### src/rtl/note_sequencer.sv
// ---------------------------------------------------------------------------
// note_sequencer
//
// Walks a note chart one entry per beat and keeps a fixed pool of falling
// note slots for the renderer. Each lane owns SLOTS slots. On every frame tick
// while a song is running, live notes move down the screen. A note that
// reaches SCREEN_H is retired and reported on `miss`. A hit request takes the
// lowest on-screen note inside the hit window and reports it on `hit_ok`.
//
// Ports
//   clk          system clock
//   reset        synchronous, active-high reset
//   start        pulse: begin a song (honoured only in IDLE/DONE)
//   frame_tick   one-cycle pulse per displayed frame
//   chart_addr   chart ROM address (6 bits)
//   chart_data   chart ROM lane mask, valid one cycle after chart_addr
//   hit_req      per-lane hit pulse from the judge
//   note_valid   slot valid bits, slot s of lane l at index l*SLOTS+s
//   note_y       10-bit slot y positions, same indexing as note_valid
//   hit_ok       per-lane pulse, one cycle after a successful hit
//   miss         per-lane pulse, one cycle after a note was retired unhit
//   busy         song in progress (WAIT_BEAT, FETCH, SPAWN, DRAIN)
//   done         song finished
//   overflow     sticky: a chart note was dropped because its lane was full
// ---------------------------------------------------------------------------
module note_sequencer #(
    parameter int unsigned LANES       = 4,
    parameter int unsigned SLOTS       = 4,
    parameter int unsigned CHART_LEN   = 63,
    parameter int unsigned BEAT_FRAMES = 30,
    parameter int unsigned NOTE_SPEED  = 2,
    parameter int unsigned SCREEN_H    = 480,
    parameter int unsigned HIT_Y       = 350,
    parameter int unsigned HIT_H       = 20,
    parameter int unsigned NOTE_H      = 50
) (
    input  logic                        clk,
    input  logic                        reset,
    input  logic                        start,
    input  logic                        frame_tick,
    output logic [5:0]                  chart_addr,
    input  logic [LANES-1:0]            chart_data,
    input  logic [LANES-1:0]            hit_req,
    output logic [LANES*SLOTS-1:0]      note_valid,
    output logic [LANES*SLOTS*10-1:0]   note_y,
    output logic [LANES-1:0]            hit_ok,
    output logic [LANES-1:0]            miss,
    output logic                        busy,
    output logic                        done,
    output logic                        overflow
);

    localparam int unsigned NumSlots = LANES * SLOTS;
    localparam int unsigned BeatW    = (BEAT_FRAMES > 1) ? $clog2(BEAT_FRAMES) : 1;

    typedef enum logic [2:0] {
        StIdle,
        StWaitBeat,
        StFetch,
        StSpawn,
        StDrain,
        StDone
    } state_e;

    state_e               state_q, state_d;
    logic [BeatW-1:0]     beat_q, beat_d;
    logic [5:0]           addr_q, addr_d;
    logic [NumSlots-1:0]  valid_q, valid_d;
    logic [9:0]           y_q [NumSlots];
    logic [9:0]           y_d [NumSlots];
    logic [LANES-1:0]     hit_ok_q, hit_ok_d;
    logic [LANES-1:0]     miss_q, miss_d;
    logic                 overflow_q, overflow_d;

    logic                 busy_s;
    logic [NumSlots-1:0]  in_win;
    logic [NumSlots-1:0]  hit_sel;

    assign busy_s = (state_q == StWaitBeat) || (state_q == StFetch) ||
                    (state_q == StSpawn)    || (state_q == StDrain);

    // Hit window test on the current (pre-motion) y; 11 bits so y+NOTE_H
    // cannot wrap.
    always_comb begin
        in_win = '0;
        for (int i = 0; i < NumSlots; i++) begin
            in_win[i] = valid_q[i] &&
                        (({1'b0, y_q[i]} + 11'(NOTE_H)) > 11'(HIT_Y)) &&
                        ({1'b0, y_q[i]} < 11'(HIT_Y + HIT_H));
        end
    end

    // Per lane, pick the in-window slot with the largest y. The strict '>'
    // keeps the lowest index on ties.
    always_comb begin : p_hit_sel
        logic       found;
        logic [9:0] best_y;
        int         best_s;
        hit_sel = '0;
        found   = 1'b0;
        best_y  = '0;
        best_s  = 0;
        for (int l = 0; l < LANES; l++) begin
            found  = 1'b0;
            best_y = '0;
            best_s = 0;
            for (int s = 0; s < SLOTS; s++) begin
                if (in_win[l*SLOTS+s] && (!found || (y_q[l*SLOTS+s] > best_y))) begin
                    found  = 1'b1;
                    best_y = y_q[l*SLOTS+s];
                    best_s = s;
                end
            end
            if (found && hit_req[l]) begin
                hit_sel[l*SLOTS+best_s] = 1'b1;
            end
        end
    end

    always_comb begin : p_next
        logic [9:0]  y_next;
        logic        free_seen;
        int unsigned idx;

        state_d    = state_q;
        beat_d     = beat_q;
        addr_d     = addr_q;
        valid_d    = valid_q;
        y_d        = y_q;
        hit_ok_d   = '0;
        miss_d     = '0;
        overflow_d = overflow_q;
        y_next     = '0;
        free_seen  = 1'b0;
        idx        = 0;

        unique case (state_q)
            StIdle, StDone: begin
                if (start) begin
                    valid_d    = '0;
                    y_d        = '{default: '0};
                    overflow_d = 1'b0;
                    beat_d     = '0;
                    addr_d     = '0;
                    state_d    = StWaitBeat;
                end
            end
            StWaitBeat: begin
                if (frame_tick) begin
                    if (beat_q == BeatW'(BEAT_FRAMES - 1)) begin
                        beat_d  = '0;
                        state_d = StFetch;
                    end else begin
                        beat_d = beat_q + BeatW'(1);
                    end
                end
            end
            // chart_addr is stable here so the ROM data is ready in SPAWN.
            StFetch: begin
                state_d = StSpawn;
            end
            StSpawn: begin
                if (addr_q == 6'(CHART_LEN - 1)) begin
                    state_d = StDrain;
                end else begin
                    addr_d  = addr_q + 6'd1;
                    state_d = StWaitBeat;
                end
            end
            StDrain: begin
                if (valid_q == '0) begin
                    state_d = StDone;
                end
            end
            default: begin
                state_d = StIdle;
            end
        endcase

        // Live slots move/retire/get hit; free slots may take a new note.
        // Both act on the start-of-cycle valid bits, so they never collide,
        // and a freshly spawned slot stays at y=0 even on a frame tick.
        if (busy_s) begin
            for (int l = 0; l < LANES; l++) begin
                free_seen = 1'b0;
                for (int s = 0; s < SLOTS; s++) begin
                    idx = l * SLOTS + s;
                    if (valid_q[idx]) begin
                        y_next = frame_tick ? (y_q[idx] + 10'(NOTE_SPEED)) : y_q[idx];
                        if (hit_sel[idx]) begin
                            // A hit beats a retire on the same cycle.
                            valid_d[idx] = 1'b0;
                            y_d[idx]     = '0;
                            hit_ok_d[l]  = 1'b1;
                        end else if (frame_tick && ({1'b0, y_next} >= 11'(SCREEN_H))) begin
                            valid_d[idx] = 1'b0;
                            y_d[idx]     = '0;
                            miss_d[l]    = 1'b1;
                        end else begin
                            y_d[idx] = y_next;
                        end
                    end else if (!free_seen) begin
                        free_seen = 1'b1;
                        if ((state_q == StSpawn) && chart_data[l]) begin
                            valid_d[idx] = 1'b1;
                            y_d[idx]     = '0;
                        end
                    end
                end
                if ((state_q == StSpawn) && chart_data[l] && !free_seen) begin
                    overflow_d = 1'b1;
                end
            end
        end
    end

    always_ff @(posedge clk) begin
        if (reset) begin
            state_q    <= StIdle;
            beat_q     <= '0;
            addr_q     <= '0;
            valid_q    <= '0;
            y_q        <= '{default: '0};
            hit_ok_q   <= '0;
            miss_q     <= '0;
            overflow_q <= 1'b0;
        end else begin
            state_q    <= state_d;
            beat_q     <= beat_d;
            addr_q     <= addr_d;
            valid_q    <= valid_d;
            y_q        <= y_d;
            hit_ok_q   <= hit_ok_d;
            miss_q     <= miss_d;
            overflow_q <= overflow_d;
        end
    end

    always_comb begin
        note_y = '0;
        for (int i = 0; i < NumSlots; i++) begin
            note_y[i*10 +: 10] = y_q[i];
        end
    end

    assign chart_addr = addr_q;
    assign note_valid = valid_q;
    assign hit_ok     = hit_ok_q;
    assign miss       = miss_q;
    assign overflow   = overflow_q;
    assign busy       = busy_s;
    assign done       = (state_q == StDone);

endmodule

### config.mk
export PLATFORM = sky130hd
export DESIGN_NAME = note_sequencer
export DESIGN_NICKNAME = d
export VERILOG_FILES = /design/src/rtl/note_sequencer.sv
export SDC_FILE = /design/constraint.sdc
export NUM_CORES = 1
export LEC_CHECK = 0
export ABC_AREA = 1
export CAP_MARGIN = 40
export CORE_ASPECT_RATIO = 0.8
export CORE_MARGIN = 3
export CORE_UTILIZATION = 25
export CTS_CLUSTER_SIZE = 24
export DETAILED_ROUTE_END_ITERATION = 8
export PLACE_DENSITY = 0.39
export SYNTH_ARGS = -nofsm -noshare
export SYNTH_HDL_FRONTEND = slang
export SYNTH_SLANG_ARGS = --single-unit
### constraint.sdc
create_clock -name clk -period 8.2 [get_ports clk]
set_input_delay 2.46 -clock clk [delete_from_list [all_inputs] [get_ports clk]]
set_output_delay 2.46 -clock clk [all_outputs]
set_load 0.05 [all_outputs]
=== After elaboration in Yosys (flattened, before gate mapping) ===
Cells that the tools add are included.

* $add $sub $neg: 37
* Magnitude comparators: 68
* Eq/ne operators: 12
* Multiplexer cells: 358
* Bitwise gates (word level): 4
* Reduce and logical (&&, ||, !) cells: 116

{| class="wikitable"
|+ Operator list
! kind !! count
|-
| $mux W10 || 104
|-
| $mux W160 || 3
|-
| $mux W32 || 8
|-
| $mux W1 || 219
|-
| $add A10 B6 Y11 const B || 16
|-
| $gt A11 B9 Y1 const B || 16
|-
| $add A10 B2 Y10 const B || 16
|-
| $ge A10 B9 Y1 const B || 16
|-
| $lt A10 B9 Y1 const B || 16
|-
| $ge A32 B1 Y1 const B || 4
|-
| $lt A32 B5 Y1 const B || 4
|-
| $gt A10 B10 Y1 || 12
|-
| $mux W16 || 7
|-
| $logic_and A1 B1 Y1 || 76
|-
| $add A4 B32 Y32 const A || 2
|-
| $or A16 B16 Y16 || 3
|-
| $add A3 B32 Y32 const A || 1
|-
| $demux W1 S4 || 4
|-
| $logic_not A1 Y1 || 16
|-
| $logic_not A16 Y1 || 1
|-
| $logic_or A1 B1 Y1 || 15
|-
| $mux W3 || 5
|-
| $mux W5 || 3
|-
| $pmux W3 S5 || 1
|-
| other kinds (18) || 27
|}

* Register bits after elaboration: 199
* Bits of input ports: 12
* Output and inout bits: 193

=== Logic depth before layout (Yosys ltp) ===
* Depth in word-level cells: 39
* Gate-level depth with buffers: 52
* Gate-level depth less buffers: 49

=== Worst setup path after synthesis ===
Ideal clock, no wire load.

* Path kind: register to register
* Start point: reg y_q (netlist bit note_y[121])
* End point: reg y_q (netlist bit note_y[137])
* Library setup time: 112 ps
* Arrival: 6,185 ps
* Slack: 1,903 ps
* Stages on the path, launching flop included: 48
* Period minus slack after synthesis: 6,297 ps
* Cell sequence: dfxtp_1 inv_1 ha_1 nor3_1 o21ai_0 nand2_1 nand2_1 nand3_2 nand2_4 nand2_1 ha_1 a21oi_1 nand3b_1 nand2_1 a21oi_1 nand2_1 o41ai_1 a21oi_2 [... 12 more ...] inv_2 buf_2 o21ai_1 ha_1 inv_1 nor2_1 o211ai_1 o2111ai_1 nand2_1 inv_1 nand3_1 nand3_2 nor2_4 nand2_4 nand3b_1 nand2_1 nand2_1 nand2_1

* Word-level cells in the longest chain between the ends: 27

{| class="wikitable"
|+ RTL lines
! what !! line !! RTL
|-
| start: declaration || 69 || <nowiki>logic [9:0] y_q [NumSlots];</nowiki>
|-
| start signal: assignment || 232 || <nowiki>y_q <= y_d;</nowiki>
|-
| $add A10 B6 Y11 || 88 || <nowiki>(({1'b0, y_q[i]} + 11'(NOTE_H)) > 11'(HIT_Y)) &&</nowiki>
|-
| $gt A11 B9 Y1 || 88 ||
|-
| $logic_and A1 B1 Y1 || 87 || <nowiki>in_win[i] = valid_q[i] &&</nowiki>
|-
| $logic_and A1 B1 Y1 || 88 ||
|-
| $mux W10 or $mux W1 (tied branches) || 108 || <nowiki>if (in_win[l*SLOTS+s] && (!found || (y_q[l*SLOTS+s] > best_y))) begin</nowiki>
|-
| $gt A10 B10 Y1 or $logic_not A1 Y1 (tied branches) || 108 ||
|-
| $logic_or A1 B1 Y1 || 108 ||
|-
| $logic_and A1 B1 Y1 || 108 ||
|-
| [... 11 more ...] || - ||
|-
| $logic_and A1 B1 Y1 (not written as such) || 115 || <nowiki>hit_sel[l*SLOTS+best_s] = 1'b1;</nowiki>
|-
| $mux W1 (not written as such) || 115 ||
|-
| $demux W1 S4 || 115 ||
|-
| $or A16 B16 Y16 (no line) || - ||
|-
| $mux W16 (*) || 114 || <nowiki>if (found && hit_req[l]) begin</nowiki>
|-
| $mux W10 (*) || 190 || <nowiki>if (hit_sel[idx]) begin</nowiki>
|-
| $mux W10 (*) || 188 || <nowiki>if (valid_q[idx]) begin</nowiki>
|-
| $mux W160 (*) || 183 || <nowiki>if (busy_s) begin</nowiki>
|}

Every way passes the cells marked *; elsewhere a longest branch is shown, timed or not.
A chain may end at the register's enable or synchronous reset.

=== Worst setup path in the final report ===
* Start point: reg y_q (netlist bit note_y[41])
* End point: reg y_q (netlist bit note_y[78])

* Word-level cells in the longest chain between the ends: 31

{| class="wikitable"
|+ RTL lines
! what !! line
|-
| $add A10 B6 Y11 || 88
|-
| $gt A11 B9 Y1 || 88
|-
| $logic_and A1 B1 Y1 || 87
|-
| $logic_and A1 B1 Y1 || 88
|-
| $mux W10 or $mux W1 (tied branches) || 108
|-
| $gt A10 B10 Y1 or $logic_not A1 Y1 (tied branches) || 108
|-
| $logic_or A1 B1 Y1 || 108
|-
| $logic_and A1 B1 Y1 || 108
|-
| [... 15 more ...] || -
|-
| $mux W16 (*) || 114
|-
| $or A16 B16 Y16 (no line) || -
|-
| $mux W16 (*) || 114
|-
| $or A16 B16 Y16 (no line) || -
|-
| $mux W16 (*) || 114
|-
| $mux W10 (*) || 190
|-
| $mux W10 (*) || 188
|-
| $mux W160 (*) || 183
|}

Marks and branches as above.

==> results.toml <==
[yosys]
yosysMostFrequentCell = "nand2_1"
synth_ff_type = "dfxtp_1"
synth_edf_count = 0
ys_types = 66
syn_area_um2 = 19000
avgSynthCellArea_um2 = 6.28
yosys.area.top_type = "dfxtp_1"
synthArstFlopShare_pct = 0
synth_cells = 3026
synth_fa_ha_area_share_pct = 10.3
synth_top_family_by_area = "simple AND/OR/NAND/NOR gates"
synth_xor_xnor_area_share_pct = 5.90
yosysSeqAreaShare_pct = 21.0
synth_compound_area_share_pct = 18.7
synth_top_cell_area_share_pct = 21.0
synth_simple_gate_area_share_pct = 34.2
yosys_warnings = 0
synth_mux_area_share_pct = 0
synth_area_leaders = "dfxtp_1 21%, nand2_1 14%, ha_1 10%, a21oi_1 6.5%, inv_1 6.1%"
synth_common_cells = "727 x nand2_1, 308 x inv_1, 257 x nor2_1"
ys_ff_latch = 199

[place]
portBuffers = 204
placedCellCount = 4130
place.gp.congestion = 0.830
dp_hpwl_um = 56900
pre_cts_ws_ps = 1160
dpl_cell_area_um2 = 21900

[clock_tree]
ctsResizeCount = 0
cts_buffer_depth = 2
cts_sinks = 199
clkLatencyLatePin_ps = 490
cts_tree = "yes"
h-tree-depth = 4
post_cts_buffers = 0
cts_root_buf = "clkbuf_16"
cts_hold_buf = 0
cts-buffers-inserted = 17
clk_pin_slew_ps = 70

[global_route]
grt_max_degree = 78
grt_pass1_wl_um = 118000
grt_pass1_vias = 19761
track_usage_pct = 18.9
antenna_found_initial = 1
grt-ovfl-total = 0

[detailed_routing]
wl_um = 76100
via_count = 20813
viasPerCell = 5.00
drt_iter0_markers = 1476
ant_nets = 0
drc = 0
post_drt_wl_per_cell_um = 18.3
drtPass1Iterations = 5

[critical_path]
cp-start-kind = "flip-flop"
endpoint_kind = "flip-flop"
crit_path_max_fanout = 21
critical_path_arrival_ps = 7490
crit_path_top_delay_cell = "dfxtp_1"
reg2reg_from = "note_y[41]"
reg2reg_depth = 42
crit_top_cell = "nand2_1"
rr_endpoint = "note_y[78]"
critPathMaxStageDelay_ps = 580
ff2ff_setup_slack_ps = 1080
required_ps = 8570
worstSetupPathType = "flip-flop to flip-flop"

[job]
maxCapViolCount = 0

[final_layout]
fin_cells = 4160
drive_gt1_share_pct = 5.13
fillers = 8271
multiInputGateArea_um2 = 13200
insertedDiodeCount = 0
design_area_um2 = 22500
ff_latch_area_um2 = 3980
nets = 3316
area_growth_syn_to_layout_pct = 18.3

[sta]
hold_viol = 0
rsz0062_at_grt = "false"
fin_skew_ps = 13.5
slew_headroom_pct = 42.8
worst_slack_ps = 1080
fmax_mhz = 141
setup_tns_ps = 0
period_minus_slack_ps = 7120
setup_viol = 0
worst_pin_slew_ps = 858
fin_crit_sh_pct = 86.8
slew_violations = 0

[floorplan]
coreArea_um2 = 74500
die_w_um = 314
rows = 89
initial_core_util_pct = 25.5
dieHeight_um = 253
io_pins = 205
die_area_um2 = 79400

[power]
ir_worst_vdd_uv = 227
p_per_area_nw_per_um2 = 228
total_power_mw = 5.12
leakagePower_nw = 9.45

[hold_path]
holdCritStartpoint = "note_y[130]"
worstHoldPathType = "flip-flop to flip-flop"
hold_end = "note_y[130]"
holdPathStages = 2

[status]
status = "complete, no violations"
-- worst max-delay path by stage --
stage | start | endpoint | depth (start not counted)
3_5_place_dp | note_y[41] | note_valid[7] | 43
3_3_place_gp | note_y[41] | note_y[78] | 42
5_1_grt | note_y[41] | note_valid[7] | 44
4_1_cts | note_y[41] | note_y[63] | 42
6_report | note_y[41] | note_y[78] | 42
2_1_floorplan | note_y[121] | note_y[137] | 47
-- power by group --
part | switching, mW | internal [mW]
registers | 0.379 | 1.10
clock network | 0.432 | 0.463
logic | 1.89 | 0.851
-- through the flow --
stage	utilization, %	hold slack, ps
2_1_floorplan	-	442
5_1_grt	30.2	513
4_1_cts	30.2	477
6_report	30.2	478
3_5_place_dp	29.4	466
3_3_place_gp	29.3	451
-- sequential cells by signal, indices dropped and copies added, names as in the netlist --
register,cells
hit_ok,4
beat_q,5
state_q,3
note_valid,16
chart_addr,6
miss,4
overflow,1
note_y,160
-- layout by cell type, fill, tap and decap left out, types with 6 or more instances in the layout --
cell type	instances
a211oi_1	10
a21oi_1	245
a31oi_1	23
buf_4	13
clkbuf_16	17
clkdlybuf4s50_1	202
conb_1	12
dfxtp_1	199
ha_1	156
inv_1	307
inv_2	25
nand2_1	727
nand2_2	21
nand3_1	200
nand3_2	8
nand3b_1	6
nand4_1	108
nor2_1	257
nor2_2	6
nor2_4	8
nor3_1	58
nor3_2	6
nor3b_1	7
nor4_1	6
o2111ai_1	8
o211ai_1	19
o21a_1	8
o21ai_0	207
o21ai_1	41
o21ai_2	14
o21bai_1	7
o22ai_1	12
o31ai_1	10
xnor2_1	7
xor2_1	121
-- area by class of cell --
cell class / instances / area share (%)
repair buffers: 220 / 9.85
clock inverters: 7 / 0.429
multi-input cells: 2371 / 58.6
flip-flops and latches: 199 / 17.7
inverters: 339 / 5.69
clock buffers: 23 / 2.08
well taps: 1001 / 5.57
-- cell families after synthesis --
logic type               Yosys count
other                              1
adder cells (fa/ha/maj)          156
flip-flops                       199
buffers and inverters            467
AO/OA/AOI/OAI                    632
AND/OR/NAND/NOR                 1443
XOR/XNOR                         128
-- metal layers --
metal  share of wire (%)  global-route usage [%]
met4                0.93                    3.48
met2                  44                    29.9
met5                   0                       0
met1                  50                    27.3
met3                 4.4                    2.48
-- worst max-delay path: cells and delay by family, from the launching register on --
family,cells,cell delay (ps)
fa+ha+maj,4,1290
buf+inv,3,300
simple gates,22,3230
flops,1,580
compound gates,13,1570
Note: power is estimated with default switching activity, not from simulation.
